===== config.mk =====
export PLATFORM = sky130hd
export DESIGN_NAME = opfetch
export DESIGN_NICKNAME = d
export VERILOG_FILES = /design/src/rtl/opfetch_pkg.sv /design/src/rtl/opfetch.sv
export SDC_FILE = /design/constraint.sdc
export NUM_CORES = 1
export LEC_CHECK = 0
export CORE_ASPECT_RATIO = 0.7
export CORE_MARGIN = 3
export CORE_UTILIZATION = 39
export CTS_BUF_LIST = sky130_fd_sc_hd__clkbuf_16
export DETAILED_ROUTE_END_ITERATION = 6
export PLACE_DENSITY = 0.89
export SKIP_LAST_GASP = 1
export SLEW_MARGIN = 25
export SYNTH_ARGS = -nofsm -noshare
export SYNTH_HDL_FRONTEND = slang
export SYNTH_SLANG_ARGS = --single-unit

===== constraint.sdc =====
create_clock -name clk -period 1.8 [get_ports clk]
set_clock_uncertainty 0.1 [all_clocks]
set_input_delay 0.27 -clock clk [delete_from_list [all_inputs] [get_ports clk]]
set_output_delay 0.27 -clock clk [all_outputs]
set_load 0.01 [all_outputs]

===== src/rtl/opfetch_pkg.sv =====
// Shared definitions for the operand-fetch sequencer: FSM states, register
// index map and the illegal-index predicate.
package opfetch_pkg;

    typedef enum logic [2:0] {
        IDLE,
        RD_A,
        RD_B,
        CAP_B,
        HOLD
    } state_t;

    localparam int REG_COUNT = 16;
    localparam int IDX_W     = 5;

    // G bank occupies 0x00-0x07, A bank 0x08-0x0F; bit 4 is never a real register
    localparam logic [IDX_W-1:0] G0 = 5'h00;
    localparam logic [IDX_W-1:0] G1 = 5'h01;
    localparam logic [IDX_W-1:0] G2 = 5'h02;
    localparam logic [IDX_W-1:0] G3 = 5'h03;
    localparam logic [IDX_W-1:0] G4 = 5'h04;
    localparam logic [IDX_W-1:0] G5 = 5'h05;
    localparam logic [IDX_W-1:0] G6 = 5'h06;
    localparam logic [IDX_W-1:0] G7 = 5'h07;
    localparam logic [IDX_W-1:0] A0 = 5'h08;
    localparam logic [IDX_W-1:0] A1 = 5'h09;
    localparam logic [IDX_W-1:0] A2 = 5'h0A;
    localparam logic [IDX_W-1:0] A3 = 5'h0B;
    localparam logic [IDX_W-1:0] A4 = 5'h0C;
    localparam logic [IDX_W-1:0] A5 = 5'h0D;
    localparam logic [IDX_W-1:0] A6 = 5'h0E;
    localparam logic [IDX_W-1:0] A7 = 5'h0F;

    function automatic logic idx_illegal(input logic [IDX_W-1:0] sel);
        return sel[IDX_W-1];
    endfunction

endpackage


===== src/rtl/opfetch.sv =====
// Operand-fetch sequencer: reads one or two operands from an external
// registered-read bank and arbitrates writebacks into the same bank.
module opfetch
    import opfetch_pkg::*;
#(
    parameter int XLEN  = 64,
    parameter int SEL_W = 5
) (
    input  logic             clk,
    input  logic             reset,
    input  logic             req_valid,
    output logic             req_ready,
    input  logic [SEL_W-1:0] req_rs1,
    input  logic [SEL_W-1:0] req_rs2,
    input  logic             req_two,
    input  logic             wb_valid,
    output logic             wb_ready,
    input  logic [SEL_W-1:0] wb_sel,
    input  logic [XLEN-1:0]  wb_data,
    output logic             rb_we,
    output logic [SEL_W-1:0] rb_sel,
    output logic [XLEN-1:0]  rb_wdata,
    input  logic [XLEN-1:0]  rb_rdata,
    output logic             op_valid,
    input  logic             op_ready,
    output logic [XLEN-1:0]  op_a,
    output logic [XLEN-1:0]  op_b,
    output logic             op_err
);

    state_t           state, state_nx;
    logic [SEL_W-1:0] rs1_q, rs2_q;
    logic             two_q;

    always_ff @(posedge clk) begin
        if (!reset) begin
            state  <= IDLE;
            op_a   <= '0;
            op_b   <= '0;
            op_err <= 1'b0;
        end else begin
            state <= state_nx;
            case (state)
                RD_B: begin
                    op_a   <= idx_illegal(rs1_q) ? '0 : rb_rdata;
                    op_err <= idx_illegal(rs1_q) | (two_q & idx_illegal(rs2_q));
                    if (!two_q)
                        op_b <= '0;
                end
                CAP_B: op_b <= idx_illegal(rs2_q) ? '0 : rb_rdata;
                default: ;
            endcase
        end
    end

    // Request fields are only meaningful once accepted, so they carry no reset
    always_ff @(posedge clk) begin
        if (state == IDLE && !wb_valid && req_valid) begin
            rs1_q <= req_rs1;
            rs2_q <= req_rs2;
            two_q <= req_two;
        end
    end

    always_comb begin
        state_nx  = state;
        req_ready = 1'b0;
        wb_ready  = 1'b0;
        rb_we     = 1'b0;
        rb_sel    = '0;
        rb_wdata  = '0;
        case (state)
            IDLE: begin
                if (wb_valid) begin
                    wb_ready = 1'b1;
                    rb_we    = !idx_illegal(wb_sel);
                    rb_sel   = wb_sel;
                    rb_wdata = wb_data;
                end else begin
                    req_ready = 1'b1;
                    if (req_valid)
                        state_nx = RD_A;
                end
            end
            RD_A: begin
                rb_sel   = rs1_q;
                state_nx = RD_B;
            end
            RD_B: begin
                rb_sel   = rs2_q;
                state_nx = two_q ? CAP_B : HOLD;
            end
            CAP_B: state_nx = HOLD;
            HOLD: begin
                // Operands are already captured, so a writeback here cannot disturb them
                wb_ready = 1'b1;
                if (wb_valid) begin
                    rb_we    = !idx_illegal(wb_sel);
                    rb_sel   = wb_sel;
                    rb_wdata = wb_data;
                end
                if (op_ready)
                    state_nx = IDLE;
            end
            default: state_nx = IDLE;
        endcase
        if (!reset) begin
            req_ready = 1'b0;
            wb_ready  = 1'b0;
            rb_we     = 1'b0;
            rb_sel    = '0;
            rb_wdata  = '0;
        end
    end

    assign op_valid = (state == HOLD);

endmodule


==> results.sh, run 1 <==
export IMPL_outcome="finished, violations left"
export IMPL_violations="negative setup slack"
export IMPL_die_w_um=158
export IMPL_switchingPower_w=0.00233
export IMPL_io_pins=351
export IMPL_cts_buffers=17
export IMPL_syn_instance_count=704
export IMPL_netlist_area_um2=6270
export IMPL_overflow=0
export IMPL_maxSlewHeadroom_pct=57.3
export IMPL_worstSetupStartpointType="flip-flop"
export IMPL_crit_path_start="state[1]$_SDFFE_PN0P_"
export IMPL_die_height_um=112
export IMPL_rsz0062_at_grt="yes"
export IMPL_dp_cells=1220
export IMPL_place_congestion=0.838
export IMPL_cts_reportedPaths_clkPinSlew_ns=0.06
export IMPL_crit_chain="nor2_4, and3_4, buf_6, clkbuf_16, and2_1, buf_6"
export IMPL_dp_final_hpwl_um=18200
export IMPL_worst_pin_slew_ns=0.641
export IMPL_fp_row_count=38
export IMPL_wl_per_cell_um=20.9
export IMPL_yosysUniqueCellTypes=35
export IMPL_die_area_um2=17700
export IMPL_fin_nets=1200
export IMPL_cp_top_family="simple AND/OR/NAND/NOR gates"
export IMPL_regToRegSetupSlack_ns=0.11
export IMPL_grt_pass1_wl_um=37200
export IMPL_start_util_pct=40.1
export IMPL_fp_coreArea_um2=15600
export IMPL_drive_gt1_share_pct=20.0
export IMPL_first_global_vias=6537
export IMPL_clock_latency_ns=0.41
export IMPL_cpPeakStageDelay_ns=0.37
export IMPL_grt_start_max_net_pins=78
export IMPL_fin_crit_sh_pct=114
export IMPL_slew_viol_final=0
export IMPL_cts_tree="yes"
export IMPL_firstDrtPassIters=5
export IMPL_clock_path_buffers=2
export IMPL_htreeDepth=4
export IMPL_critical_path_peak_fanout=6
export IMPL_comb_power_share_pct=21.3
export IMPL_critPathBufInv=3
export IMPL_path_common_cell="buf_6"
export IMPL_ys_seq_area_share_pct=47.4
export IMPL_fmax_mhz=489
export IMPL_fin_util_pct=70.4
export IMPL_drt_iter0_drc=504
export IMPL_num_vias=6751
export IMPL_cp_required_ns=1.43
export IMPL_route_detailed_drc=0
export IMPL_setup_violations=70
export IMPL_p_seq_share_pct=38.5
export IMPL_grt_usage_pct=27.2
export IMPL_area_delta_synth_final_pct=75.6
export IMPL_final_antenna_net_count=0
export IMPL_ir_drop_mv=0.522
export IMPL_port_buffers=350
export IMPL_p_per_area_nw_per_um2=790
export IMPL_fin_crit_ns=2.04
export IMPL_layout_area_seq_um2=2980
export IMPL_p_leak_nw=4.09
export IMPL_wl_um=26400
export IMPL_switching_share_pct=26.8
export IMPL_via_per_inst=5.34
export IMPL_synth_nets=853
export IMPL_antenna_found_initial=3
export IMPL_crit_type="reg -> out"
export IMPL_pwr_share_clk_pct=40.2
export IMPL_hold_viol=0
export IMPL_root_buffer="clkbuf_16"
export IMPL_cts_sinks=143
export IMPL_multi_input_area_um2=3170
export IMPL_synth_seq_cells=143
export IMPL_p_int_w=0.00637
export IMPL_yosysWarnings=0
export IMPL_fin_ws_ns=-0.244
export IMPL_stdcell_count=1265
export IMPL_min_delay_path_class="in -> reg"
export IMPL_syn_avg_cell_area_um2=8.91
export IMPL_cp_end_kind="output port"
export IMPL_worstReg2RegStart="state[0]$_SDFFE_PN0P_"
export IMPL_min_from="reset"
export IMPL_fillCellCount=1122
export IMPL_cap_viol_max_count=0
export IMPL_slowest_stage="dfxtp_4"
export IMPL_pre_cts_ws_ns=-0.473
export IMPL_worstPathArrival_ns=1.67
[tightest hold or removal path: stages]
cell	delay (ns)
buf_4	0.14
buf_4	0.22
o21a_1	0.13
[routing by layer]
metal / part of all wire [%] / vias to the layer above / track usage [%]
met4: 2.4 / 0 / 8.03
met5: 0 / - / 0
met1: 39 / 3249 / 34.7
li1: - / 3082 / -
met2: 48 / 368 / 44.1
met3: 9.7 / 52 / 8.55
[cells by family after synthesis]
kind of cell	share of synthesized area [%]
AOI/OAI and AO/OA	22.5
buffers and inverters	5.72
DFF	47.4
and+or+nand+nor	24.4
[layout by cell type (no fill, tap or decap), types with 3 or more instances in the layout]
cell type	instances
edfxtp_1	11
o21ai_0	39
a21boi_1	124
buf_6	48
inv_1	3
buf_8	3
nand3b_1	64
nor2_1	3
clkbuf_16	21
o21ai_1	25
nand2_1	132
and2_4	41
clkdlybuf4s50_1	276
clkinvlp_4	4
buf_2	27
a21boi_0	4
inv_6	6
a21oi_1	3
buf_12	10
buf_4	25
and2_1	24
a22oi_2	3
nor2b_1	4
dfxtp_1	129
[state kept, by name, summed over array words and instances (netlist names)]
register  flops
rs2_q         5
rs1_q         5
op_err        1
op_a         64
op_b         64
two_q         1
state         3
[cells in the mapped netlist (all sizes together)]
library cell  number  share of area (%)
nand3b            64                7.7
and3               3               0.30
clkbuf            38                2.3
nor4b              1               0.14
nand2b             2               0.20
and2              65                6.5
or3b               1               0.14
a22oi              3               0.36
a21boi           128                 15
edfxtp            11                5.3
o21ai             64                5.1
nor3b              2               0.32
nor2               5               0.30
a32o               2               0.32
and3b              1               0.14
buf               29                3.3
o22ai              3               0.30
o2bb2ai            3               0.42
o21a               1               0.12
a21oi              3               0.24
nand2            132                7.9
o211a              1               0.16
and4bb             1               0.20
nor2b              6               0.64
a211o              1               0.14
inv                2               0.12
dfxtp            132                 42
[power by group through the flow]
stage	Combinational, W	Clock (W)	Sequential (W)
finish	0.00186	0.00350	0.00335
global route	0.00196	0.00370	0.00336
CTS	0.00162	0.00355	0.00335
detailed placement	0.00161	0	0.00341
global placement	0.00160	0	0.00341
floorplan	0.000625	0	0.00343
[cell type report]
cell class | count | share of cell area, %
clock inverters | 15 | 1.42
diodes | 1 | 0.0227
inverters | 2 | 0.0681
multi-input cells | 492 | 28.8
clock buffers | 17 | 3.86
well taps | 200 | 2.27
repair buffers | 395 | 36.5
flip-flops and latches | 143 | 27.1
[final timing paths]
path,endpoint,depth (start not counted)
setup / recovery,rb_wdata[43],6
hold / removal,state[2]$_SDFFE_PN0P_,3
setup reg to reg,op_a[48]$_SDFFE_PN0N_,6
hold reg to reg,op_a[60]$_SDFFE_PN0N_,2
[per-stage QoR]
step                TNS [ns]  instance area, um^2  hold WS (ns)  total power, W
CTS                   -15.65                10600         0.286         0.00851
detailed placement    -30.27                10100         0.341         0.00502
finish                -14.77                11000         0.307         0.00871
global placement      -30.07                10100         0.336         0.00501
global route          -18.59                11000         0.295         0.00902
floorplan                  0                 6270         0.269         0.00406
[repair_timing]
item / in CTS / in global routing
gates resized for setup: 279 / 143
hold buffers: 0 / 0
setup endpoints to repair: 73 / 96
cloned: 2 / 6
setup buffers: 4 / 0
pin swaps: 3 / 28
Note: power is estimated with default switching activity, not from simulation.
==> run 2, diff against run 1 <==
CORE_MARGIN = not set   (was 3)
SLEW_MARGIN = not set   (was 25)
==> results.sh, run 2 (same netlist as run 1, synthesis figures left out) <==
export IMPL_fp_coreArea_um2=15600
export IMPL_crit_path_end="rb_wdata[46]"
export IMPL_fin_ws_ns=-0.284
export IMPL_num_vias=6708
export IMPL_grtUsageMet2_pct=46.4
export IMPL_route_detailed_drc=0
export IMPL_setup_violations=73
export IMPL_area_delta_synth_final_pct=75.5
export IMPL_pre_cts_ws_ns=-0.450
export IMPL_fin_crit_sh_pct=116
export IMPL_maxSlewHeadroom_pct=53.9
export IMPL_dp_cells=1218
export IMPL_cp_required_ns=1.43
export IMPL_place_congestion=0.833
export IMPL_die_area_um2=16600
export IMPL_antenna_found_initial=4
export IMPL_clock_latency_ns=0.41
export IMPL_use_met1_pct=37.5
export IMPL_p_leak_nw=4.07
export IMPL_worstSetupStartpointType="flip-flop"
export IMPL_crit_type="reg -> out"
export IMPL_min_delay_path_class="in -> reg"
export IMPL_hold_viol=0
export IMPL_worstReg2RegStart="state[0]$_SDFFE_PN0P_"
export IMPL_drive_gt1_share_pct=20.4
export IMPL_dp_final_hpwl_um=16700
export IMPL_stdcell_count=1267
export IMPL_fin_crit_ns=2.08
export IMPL_drt_iter0_drc=489
export IMPL_hold_buffers=0
export IMPL_grt_usage_pct=29.0
export IMPL_root_buffer="clkbuf_16"
export IMPL_htreeDepth=4
export IMPL_cp_end_kind="output port"
export IMPL_grtUsageMet3_pct=7.70
export IMPL_mostFrequentLayoutCell="clkdlybuf4s50_1"
export IMPL_cts_sinks=143
export IMPL_worstPathArrival_ns=1.71
export IMPL_top_usage_layer="met2"
export IMPL_rr_endpoint="op_a[4]$_SDFFE_PN0N_"
export IMPL_violations="negative setup slack"
export IMPL_cts_buffers=17
export IMPL_worst_pin_slew_ns=0.692
export IMPL_wl_um=25500
export IMPL_fin_util_pct=70.6
export IMPL_die_w_um=154
export IMPL_rsz0062_at_grt="yes"
export IMPL_cts_tree="yes"
export IMPL_regToRegSetupSlack_ns=0.06
export IMPL_overflow=0
export IMPL_clock_path_buffers=2
export IMPL_rr_worst_depth=6
export IMPL_fin_nets=1199
export IMPL_io_pins=351
export IMPL_p_per_area_nw_per_um2=780
export IMPL_start_util_pct=40.2
export IMPL_outcome="finished, violations left"
export IMPL_first_global_vias=6362
export IMPL_cts_reportedPaths_clkPinSlew_ns=0.06
export IMPL_grt_start_max_net_pins=81
export IMPL_wl_per_cell_um=20.1
export IMPL_firstDrtPassIters=7
export IMPL_cap_viol_max_count=0
export IMPL_fmax_mhz=480
export IMPL_final_antenna_net_count=0
export IMPL_critical_path_peak_fanout=14
export IMPL_port_buffers=350
export IMPL_via_per_inst=5.29
export IMPL_die_height_um=108
export IMPL_grt_pass1_wl_um=36400
export IMPL_fin_setup_tns_ns=-16.41
export IMPL_slew_viol_final=0
export IMPL_top_regs="op_a x64, op_b x64"
export IMPL_crit_path_start="state[1]$_SDFFE_PN0P_"
export IMPL_final_cell_mix="276 x clkdlybuf4s50_1, 132 x nand2_1, 129 x dfxtp_1, 124 x a21boi_1, 64 x nand3b_1"
export IMPL_fp_row_count=38
export IMPL_ir_drop_mv=0.602
## run 2: worst min path at each step
stage | from | endpoint | slack (ns) | cells past startpoint
after floorplan | req_rs1[0] | rs1_q[0]$_DFFE_PP_ | 0.27 | 0
after global placement | op_a[40]$_SDFFE_PN0N_ | op_a[40]$_SDFFE_PN0N_ | 0.34 | 2
after detailed placement | op_a[58]$_SDFFE_PN0N_ | op_a[58]$_SDFFE_PN0N_ | 0.34 | 2
after CTS | reset | state[2]$_SDFFE_PN0P_ | 0.14 | 3
after global routing | reset | state[2]$_SDFFE_PN0P_ | 0.18 | 3
final | reset | state[2]$_SDFFE_PN0P_ | 0.18 | 3
## run 2: power by group
part	switching [W]	internal [W]	leakage, nW
clock network	0.00145	0.00192	0.261
logic	0.000843	0.00103	2.64
registers	0.0000526	0.00330	1.17
total	0.00235	0.00624	4.07
## run 2: layout make-up
type	instances	area, um^2
inverter	2	7.51
tap	200	250
clock inverter	14	131
antenna	5	12.5
clock buffer	17	425
fill	1161	4580
sequential	143	2980
multi-input combinational	492	3200
timing repair buffer	394	4010
## run 2: worst max-delay path, stage by stage, from the launching register on
cell and delay, ns:
dfxtp_4 0.36, nor2_4 0.13, and3_4 0.25, buf_12 0.13, buf_12 0.13, and2_1 0.14, buf_2 0.15
## run 2: what timing repair did
item / 4_1_cts / 5_1_grt
cloned: 6 / 0
endpoints found under the setup margin: 73 / 103
pin swaps: 23 / 17
buffers inserted: 9 / 4
resized for setup: 361 / 69
## run 2: metrics by stage
stage	cell area, um^2	power [W]	hold WS, ns
after floorplan	6270	0.00406	0.269
after global placement	10000	0.00500	0.336
after detailed placement	10000	0.00500	0.341
after CTS	10800	0.00851	0.144
after global routing	11000	0.00890	0.177
final	11000	0.00859	0.176
## run 2: routing by layer
| layer | vias up | part of all wire [%] |
|---|---|---|
| li1 | 3083 | - |
| met1 | 3275 | 42 |
| met2 | 316 | 48 |
| met3 | 34 | 8.3 |
| met4 | 0 | 2.2 |
| met5 | - | 0 |
==> run 3, diff against run 2 <==
SKIP_LAST_GASP = not set   (was 1)
==> results.sh, run 3 (same netlist as run 1, synthesis figures left out) <==
export IMPL_mostFrequentLayoutCell="clkdlybuf4s50_1"
export IMPL_htreeDepth=4
export IMPL_pre_cts_ws_ns=-0.450
export IMPL_area_delta_synth_final_pct=75.5
export IMPL_antenna_found_initial=4
export IMPL_setup_violations=73
export IMPL_fin_nets=1196
export IMPL_maxSlewHeadroom_pct=53.4
export IMPL_grtUsageMet3_pct=7.49
export IMPL_fp_coreArea_um2=15600
export IMPL_dp_cells=1218
export IMPL_clock_latency_ns=0.41
export IMPL_via_per_inst=5.32
export IMPL_rsz0062_at_grt="yes"
export IMPL_stdcell_count=1262
export IMPL_violations="negative setup slack"
export IMPL_dp_final_hpwl_um=16700
export IMPL_wl_per_cell_um=20.5
export IMPL_slew_viol_final=0
export IMPL_overflow=0
export IMPL_start_util_pct=40.2
export IMPL_worstPathArrival_ns=1.70
export IMPL_cp_end_kind="output port"
export IMPL_root_buffer="clkbuf_16"
export IMPL_route_detailed_drc=0
export IMPL_critical_path_peak_fanout=13
export IMPL_fin_hold_ws_ns=0.190
export IMPL_outcome="finished, violations left"
export IMPL_grt_start_max_net_pins=81
export IMPL_fmax_mhz=484
export IMPL_top_usage_layer="met2"
export IMPL_fin_ws_ns=-0.267
export IMPL_use_met1_pct=37.5
export IMPL_grt_usage_pct=29.2
export IMPL_cts_tree="yes"
export IMPL_min_delay_path_class="in -> reg"
export IMPL_fin_crit_ns=2.07
export IMPL_cp_required_ns=1.43
export IMPL_top_regs="op_a x64, op_b x64"
export IMPL_cap_viol_max_count=0
export IMPL_hold_viol=0
export IMPL_drive_gt1_share_pct=20.3
export IMPL_io_pins=351
export IMPL_num_vias=6717
export IMPL_p_per_area_nw_per_um2=781
export IMPL_worstSetupStartpointType="flip-flop"
export IMPL_cts_sinks=143
export IMPL_firstDrtPassIters=7
export IMPL_grtUsageMet2_pct=47.1
export IMPL_clock_path_buffers=2
export IMPL_wl_um=25800
export IMPL_die_height_um=108
export IMPL_grt_pass1_wl_um=36600
export IMPL_fp_row_count=38
export IMPL_die_area_um2=16600
export IMPL_finalPower_w=0.00860
export IMPL_p_leak_nw=4.06
export IMPL_first_global_vias=6363
export IMPL_cts_reportedPaths_clkPinSlew_ns=0.06
export IMPL_drt_iter0_drc=496
export IMPL_hold_buffers=0
export IMPL_ir_drop_mv=0.594
export IMPL_crit_type="reg -> out"
export IMPL_final_cell_mix="276 x clkdlybuf4s50_1, 132 x nand2_1, 129 x dfxtp_1, 124 x a21boi_1, 64 x nand3b_1"
export IMPL_die_w_um=154
export IMPL_place_congestion=0.833
export IMPL_port_buffers=350
export IMPL_worst_pin_slew_ns=0.699
export IMPL_fin_crit_sh_pct=115
export IMPL_cts_buffers=17
export IMPL_final_antenna_net_count=0
==> run 3: through the flow <==
step / setup TNS [ns] / util (%) / instance area (um^2)
finish: -15.72 / 70.6 / 11000
CTS: -15.01 / 69.2 / 10800
global placement: -28.76 / 64.4 / 10000
floorplan: 0 / - / 6270
global route: -18.88 / 70.6 / 11000
detailed placement: -29.86 / 64.4 / 10000
==> run 3: metal layers <==
metal | share of wire, % | vias up | wire [um]
met5 | 0 | - | 0
met4 | 2.2 | 0 | 572
met3 | 7.7 | 44 | 1980
met2 | 49 | 350 | 12500
met1 | 42 | 3250 | 10700
li1 | - | 3073 | -
==> run 3: critical path, cell delays in order (launching register included) <==
cell     delay (ns)
dfxtp_4        0.36
nor2_4         0.13
and3_4         0.24
buf_12         0.13
buf_8          0.14
and2_1         0.15
buf_2          0.13
==> run 3: power breakdown <==
group          internal (W)  switching [W]
Combinational       0.00103       0.000849
Sequential          0.00330      0.0000567
Clock               0.00191        0.00145
Total               0.00624        0.00235
==> run 3: cell type report <==
cell class | count | area (um^2)
Sequential cell | 143 | 2980
Multi-Input combinational cell | 492 | 3200
Antenna cell | 3 | 7.51
Timing Repair Buffer | 391 | 4020
Fill cell | 1158 | 4580
Tap cell | 200 | 250
Clock buffer | 17 | 425
Clock inverter | 14 | 131
Inverter | 2 | 7.51
==> run 3: path summary, 6_finish.rpt <==
| kind | slack [ns] | endpoint | start | cells after the start |
|---|---|---|---|---|
| setup / recovery | -0.27 | rb_wdata[13] | state[1]$_SDFFE_PN0P_ | 6 |
| hold / removal | 0.19 | state[2]$_SDFFE_PN0P_ | reset | 3 |
| setup reg to reg | 0.08 | op_a[4]$_SDFFE_PN0N_ | state[0]$_SDFFE_PN0P_ | 6 |
| hold reg to reg | 0.35 | op_a[0]$_SDFFE_PN0N_ | op_a[0]$_SDFFE_PN0N_ | 2 |
==> run 3: what timing repair did <==
item	4_1_cts	5_1_grt
setup buffers	9	2
gates cloned	6	0
pin swaps	24	18
endpoints found under the setup margin	73	97
endpoints found under the hold margin	0	0
resized for setup	363	71
